[config.mk]
export PLATFORM = sky130hd
export DESIGN_NAME = gerador_sequencia
export DESIGN_NICKNAME = d
export VERILOG_FILES = /design/src/rtl/gerador_sequencia.sv
export SDC_FILE = /design/constraint.sdc
export NUM_CORES = 1
export LEC_CHECK = 0
export CAP_MARGIN = 10
export CORE_AREA = 8 8 45 47
export CTS_BUF_LIST = sky130_fd_sc_hd__clkbuf_4
export DETAILED_ROUTE_END_ITERATION = 6
export DIE_AREA = 0 0 53 55
export GPL_TIMING_DRIVEN = 1
export SLEW_MARGIN = 30
export SYNTH_ARGS = -nofsm -noshare
export SYNTH_HDL_FRONTEND = slang
export SYNTH_SLANG_ARGS = --single-unit
[constraint.sdc]
create_clock -name clk -period 1.31 [get_ports clk]
set_clock_uncertainty 0.15 [all_clocks]
set_input_delay 0.3275 -clock clk [delete_from_list [all_inputs] [get_ports clk]]
set_output_delay 0.3275 -clock clk [all_outputs]
set_load 0.01 [all_outputs]
[src/rtl/gerador_sequencia.sv]
// Up-counting sequence generator (0..CONST) with terminal-count flag, one-shot or continuous.
// Optional GERADOR_SEQUENCIA_UPDOWN_EN adds a latched `dir` input for down-counting (CONST..0).
module gerador_sequencia #(
    parameter int CONST = 10,
    parameter int WIDTH = 4
) (
    input  logic             clk,
    input  logic             rst_n,
`ifdef GERADOR_SEQUENCIA_UPDOWN_EN
    input  logic             dir,
`endif
    input  logic             start,
    input  logic             mode,
    input  logic             stop,
    input  logic             en,
    output logic [WIDTH-1:0] out,
    output logic             valid,
    output logic             tc,
    output logic             busy,
    output logic             done
);

    if (CONST < 0 || longint'(CONST) > (longint'(1) << WIDTH) - 1) begin : g_bad_const
        $error("gerador_sequencia: CONST does not fit in WIDTH bits");
    end

    localparam logic [WIDTH-1:0] CONST_V = WIDTH'(CONST);

    typedef enum logic [1:0] {IDLE, RUN, DONE} state_t;

    state_t           state_q, state_d;
    logic [WIDTH-1:0] out_d;
    logic             mode_q, mode_d;
    logic             dir_q, dir_d;
    logic             dir_in;
    logic             valid_d, busy_d, done_d;
    logic [WIDTH-1:0] first_val, last_val, load_val;

`ifdef GERADOR_SEQUENCIA_UPDOWN_EN
    assign dir_in = dir;
`else
    assign dir_in = 1'b0;
`endif

    // Sequence endpoints follow the direction latched at the accepted start.
    assign first_val = dir_q  ? CONST_V : '0;
    assign last_val  = dir_q  ? '0 : CONST_V;
    assign load_val  = dir_in ? CONST_V : '0;

    assign tc = valid && (out == last_val);

    // NOTE: sequential state uses non-blocking assignments so every flop samples pre-edge values.
    always_ff @(posedge clk) begin
        if (!rst_n) begin
            state_q <= IDLE;
            out     <= '0;
            mode_q  <= 1'b0;
            dir_q   <= 1'b0;
            valid   <= 1'b0;
            busy    <= 1'b0;
            done    <= 1'b0;
        end else begin
            state_q <= state_d;
            out     <= out_d;
            mode_q  <= mode_d;
            dir_q   <= dir_d;
            valid   <= valid_d;
            busy    <= busy_d;
            done    <= done_d;
        end
    end

    // NOTE: every signal gets a default first so no path through the case infers a latch.
    always_comb begin
        state_d = state_q;
        out_d   = out;
        mode_d  = mode_q;
        dir_d   = dir_q;
        case (state_q)
            IDLE: begin
                out_d = '0;
                if (start && !stop) begin
                    state_d = RUN;
                    out_d   = load_val;
                    mode_d  = mode;
                    dir_d   = dir_in;
                end
            end
            RUN: begin
                if (stop) begin
                    state_d = IDLE;
                    out_d   = '0;
                end else if (en) begin
                    if (out != last_val)
                        out_d = dir_q ? out - WIDTH'(1) : out + WIDTH'(1);
                    else if (mode_q)
                        out_d = first_val;
                    else
                        state_d = DONE;
                end
            end
            DONE: begin
                state_d = IDLE;
                out_d   = '0;
            end
            default: begin
                state_d = IDLE;
                out_d   = '0;
            end
        endcase
    end

    // Flag outputs are decoded from the next state and registered alongside it.
    always_comb begin
        valid_d = (state_d == RUN);
        busy_d  = (state_d == RUN);
        done_d  = (state_d == DONE);
    end

endmodule

==> results of run 1 <==
metrics by stage:
stage | total power, mW | setup WS (ns)
after floorplan | 0.312 | 0.0260
after global placement | 0.346 | -0.356
after detailed placement | 0.347 | -0.395
after CTS | 0.568 | -0.214
after global routing | 0.596 | -0.246
final | 0.566 | -0.208
critical path, delay by kind of cell, from the launching register on:
| kind | cells | cell delay (ns) |
|---|---|---|
| buffers and inverters | 1 | 0.13 |
| DFF | 1 | 0.33 |
| and+or+nand+nor | 2 | 0.32 |
power by group:
group	internal, mW	total (mW)	switching [mW]
Sequential	0.280	0.285	0.00552
Combinational	0.0394	0.0641	0.0247
Clock	0.113	0.217	0.104
Total	0.432	0.566	0.134
worst max path at each step:
stage / to / slack (ns) / depth (start not counted)
floorplan: tc / 0.03 / 2
detailed placement: out[1] / -0.39 / 4
global placement: out[1] / -0.36 / 4
global route: tc / -0.25 / 3
CTS: tc / -0.21 / 3
finish: tc / -0.21 / 3
placed cells by master, fill, tap and decap left out:
master / n
buf_2: 1
nand3_4: 1
mux2i_1: 2
nor2b_1: 1
xor2_1: 1
nor2_1: 3
a21o_1: 1
clkbuf_2: 1
buf_6: 10
nand2_1: 2
clkbuf_4: 3
nand4b_1: 1
clkinv_2: 1
dlygate4sd2_1: 2
clkdlybuf4s50_1: 1
dfxtp_1: 4
a211o_1: 1
and3_1: 2
inv_1: 1
and2b_1: 1
nand4b_4: 1
nor2_2: 1
buf_4: 9
nor2b_4: 1
nor4b_4: 1
a21oi_1: 3
a22o_1: 2
nand3_1: 1
dfxtp_2: 5
dlymetal6s2s_1: 2
nor3_1: 1
a311oi_2: 1
layer usage:
metal  routed length [um]  vias to the layer above
li1                     -                      201
met1                  456                      190
met2                  485                       12
met3                   62                        4
met4                   34                        0
met5                    0                        -
cell type report:
type,count,share of cell area
Clock inverter,1,0.00693
Multi-Input combinational cell,28,0.334
Tap cell,16,0.0277
Clock buffer,3,0.0312
Inverter,1,0.00520
Timing Repair Buffer,26,0.336
Sequential cell,9,0.258
cells by family (layout without fill, tap and decap cells):
logic type,count (synthesis),count (layout)
AND/OR/NAND/NOR,17,17
multiplexers,2,2
AO/OA/AOI/OAI,8,8
buffers and inverters,2,31
flip-flops,9,9
XOR/XNOR,1,1
registers in the layout, indices dropped and copies added (netlist names):
register and flops:
state_q 2, busy 1, mode_q 1, done 1, out 4
timing repair:
| item | 4_1_cts | 5_1_grt |
|---|---|---|
| endpoints found under the setup margin | 16 | 16 |
| buffers inserted | 2 | 4 |
| gates resized for setup | 49 | 6 |
| pin swaps | 4 | 5 |
==> results.cfg, run 1 <==
[run_status]
outcome = finished with violations
violations = setup timing

[drt]
dr.pass1.iters = 4
dr_total_vias = 407
viasPerCell = 4.85
remaining_drc_errors = 0
avgRoutedWirePerCell_um = 12.4
drt_iter0_drc = 4
ant_nets = 0
routed_wl_mm = 1.04

[pwr]
ir_worst_vdd_uv = 476
power_leakage_nw = 0.387
power_density_nw_per_um2 = 784

[final_layout]
fin_util = 0.522
drive_gt1_frac = 0.529
area_delta_synth_final_pct = 81.4
nets = 75
multi_input_area_um2 = 241
final_area_um2 = 722
seq_area_um2 = 186
stdcell_count = 84
num_antenna_cells = 0
fill_cells = 126

[critical_path]
cp.required_ns = 0.83
worstSetupPathType = reg -> out
crit_path_start_kind = flip-flop
r2r_end = out[3]
cp_slowest_cell = dfxtp_2
critical_path.max_stage_delay_ns = 0.33
r2r_slack_ns = -0.01
cp-startpoint = out[0]
endpoint_kind = primary output
path_cells = and2b_1, and3_1, buf_2
r2r_start = out[0]
ff2ff_path_depth = 6
arrival_ns = 1.04
cp_max_fo = 2

[hold_path]
whs_endpoint = mode_q
hold_depth = 2
min_path_type = in -> reg
hp-start = rst_n

[sta]
setup_ws_ns = -0.208
rsz0062_at_grt = yes
slew_violations = 0
fin_crit_sh = 1.16
hold_slack_ns = 0.291
setup_viol = 3
fmax_mhz = 659
min_period_ns = 1.52
slew_headroom = 0.810
tns_ns = -0.316
tightest_slew_ns = 0.285
hold_viol = 0

[place]
io_buffers = 13
dpl-instance-area_um2 = 614
hpwl_um = 759
dp.cells = 76
place.gp.congestion = 0.695

[grt]
use_met2 = 0.127
use_met1 = 0.0735
grt_max_degree = 8
grt_remaining_overflow = 0
gr-usage-all-layers = 0.0778
grt_pass1_vias = 406
grt_first_pass_wirelength_mm = 1.61
antenna_found_initial = 0
grtUsageMet3 = 0.0214
grt-busiest-layer = met2

[yosys]
syn_nets = 45
yosysTopAreaCell = dfxtp_1
syn-instance-count = 39
synthTopCellsByCount = dfxtp_1, nor2_1, a21oi_1
yosys_warnings = 0
synth-compound-area-share = 0.145
ys_seq_elements = 9
synthFlopType = dfxtp_1
synth-seq-area-share = 0.453
synth_mux_area_frac = 0.0503
synth_top_family_by_area = simple AND/OR/NAND/NOR gates
ys_types = 21
synth_fa_ha_area_frac = 0
synthTopCellsByArea = dfxtp_1, nor4b_4, mux2i_1
synthSimpleGateAreaFrac = 0.302
syn_area_um2 = 398
synthArstFlopShare = 0
avgSynthCellArea_um2 = 10.2
synth_top_cell_area_share = 0.453
synth-edff-count = 0
synth.most_common_cell = dfxtp_1
synth-xor-area-share = 0.0220

[floorplanning]
die_h_um = 55
core_um2 = 1380
die_x_um = 53
fp.dieArea_um2 = 2920
start_util = 0.288
rows = 14
num_io_pins = 14

[cts]
clockBufferDepth = 2
ctsHtreeMaxLevel = 1
cts_tree = done
clk_latency_ns = 0.26
numClockSinks = 9
ctsHoldBuffers = 0
cts.reportedPaths.clkPinSlew_ns = 0.07
numCtsBuffers = 3
root_buffer = clkbuf_4

[flow_run]
drv_cap = 0
(Power assumes the default switching activity.)
==> run 2, diff against run 1 <==
--- a/config.mk
+++ b/config.mk
@@ -11,6 +11,7 @@
 export DETAILED_ROUTE_END_ITERATION = 6
 export DIE_AREA = 0 0 53 55
 export GPL_TIMING_DRIVEN = 1
+export SKIP_LAST_GASP = 1
 export SLEW_MARGIN = 30
 export SYNTH_ARGS = -nofsm -noshare
 export SYNTH_HDL_FRONTEND = slang
==> run 2 against run 1 <==
Compared with the run above:
- the run still ends with setup timing left
- clock power hardly changed
- largest cell class unchanged
- worst setup slack hardly changed
- wire length is 3.9% higher
- sequential share of layout area is 0.61 points lower
- count of clock-buffer cells in the layout stayed put
- hold slack better by 0.083 ns
==> results.cfg, run 2 (synthesis results as in run 1) <==
[cts]
cts.reportedPaths.clkPinSlew_ns = 0.07
numClockSinks = 9
clockBufferDepth = 2
clk_latency_ns = 0.26
cts_tree = done
ctsHtreeMaxLevel = 1
numCtsBuffers = 3
root_buffer = clkbuf_4

[place]
dpl-instance-area_um2 = 614
place.gp.congestion = 0.695
io_buffers = 13
hpwl_um = 759
dp.cells = 76

[final_layout]
multi_input_area_um2 = 241
stdcell_count = 85
largest_reg_flops = 4
fill_cells = 126
seq_area_um2 = 186
drive_gt1_frac = 0.536
nets = 76
layout_common_cells = buf_6, buf_4, dfxtp_2, dfxtp_1
final_area_um2 = 739
largest-register = out
layout_commonest_cell = buf_6
area_delta_synth_final_pct = 85.8
fin_util = 0.534
num_antenna_cells = 0
reg.largest.list = out (4), state_q (2)

[drt]
dr_total_vias = 409
remaining_drc_errors = 0
dr.pass1.iters = 2
ant_nets = 0
drt_iter0_drc = 3
avgRoutedWirePerCell_um = 12.7
routed_wl_mm = 1.08
viasPerCell = 4.81

[pwr]
power_leakage_nw = 0.386
p_total_mw = 0.566
power_density_nw_per_um2 = 765
ir_worst_vdd_uv = 476

[sta]
min_period_ns = 1.52
setup_viol = 3
slew_violations = 0
rsz0062_at_grt = yes
slew_headroom = 0.815
hold_slack_ns = 0.374
tightest_slew_ns = 0.276
fmax_mhz = 659
hold_viol = 0
fin_crit_sh = 1.16
setup_ws_ns = -0.208

[critical_path]
cp.required_ns = 0.83
crit_cells = 3
worstSetupPathType = reg -> out
path_buf_inv = 1
path_cells = and2b_1, and3_1, buf_2
arrival_ns = 1.04
critical_path.max_stage_delay_ns = 0.33
endpoint_kind = primary output
crit_path_start_kind = flip-flop
critPathTopFamily = flip-flops
ff2ff_path_depth = 6
cp_max_fo = 2
cp_slowest_cell = dfxtp_2

[flow_run]
drv_cap = 0

[grt]
grt_max_degree = 8
gr-usage-all-layers = 0.0778
grt_first_pass_wirelength_mm = 1.61
grt_pass1_vias = 406
antenna_found_initial = 0
grt_remaining_overflow = 0

[floorplanning]
num_io_pins = 14
start_util = 0.288
rows = 14
core_um2 = 1380
die_h_um = 55
die_x_um = 53
fp.dieArea_um2 = 2920

[hold_path]
min_path_type = in -> reg
hold_depth = 3

[run_status]
outcome = finished with violations
violations = setup timing
## run 2: cell count changes in the layout (fill, tap and decap cells not counted)
cell and change:
clkdlybuf4s50_1 +1, dlymetal6s2s_1 -1, buf_12 +1
## run 2: worst register-to-register path, stage by stage, from the launching register on
cell,delay [ns]
dfxtp_2,0.32
buf_4,0.12
buf_6,0.11
buf_6,0.12
nand4b_1,0.17
a21oi_1,0.16
nor3_1,0.06
## run 2: power by group
part	switching, mW	leakage [nW]	internal (mW)	total (mW)
Clock	0.103	0.0177	0.113	0.216
Combinational	0.0247	0.292	0.0398	0.0645
Sequential	0.00552	0.0754	0.280	0.285
## run 2: layout make-up
| class | instances | share of cell area |
|---|---|---|
| Multi-Input combinational cell | 28 | 0.327 |
| Clock buffer | 3 | 0.0305 |
| Timing Repair Buffer | 27 | 0.352 |
| Inverter | 1 | 0.00508 |
| Sequential cell | 9 | 0.252 |
| Clock inverter | 1 | 0.00677 |
| Tap cell | 16 | 0.0271 |
## run 2: worst paths after layout
check | slack, ns | start | to
setup / recovery | -0.21 | out[0] | tc
hold / removal | 0.37 | start | busy
setup reg to reg | -0.01 | out[0] | out[3]
hold reg to reg | 0.40 | state_q[0] | out[0]
## run 2: stage by stage
stage | worst slack [ns] | setup TNS [ns]
finish | -0.208 | -0.319
global route | -0.246 | -0.542
CTS | -0.214 | -0.240
detailed placement | -0.395 | -4.10
global placement | -0.356 | -3.91
floorplan | 0.0260 | 0
## run 2: layer usage
layer,track usage,vias up,share of wire
li1,-,203,-
met1,0.0735,190,0.44
met2,0.127,12,0.46
met3,0.0214,4,0.056
met4,0.0905,0,0.040
met5,0,-,0
## run 2: repair_timing
action / 4_1_cts / 5_1_grt
hold buffers: 0 / 0
resized for setup: 48 / 6
pin swaps: 4 / 5
buffers inserted: 2 / 5
setup endpoints to repair: 16 / 16
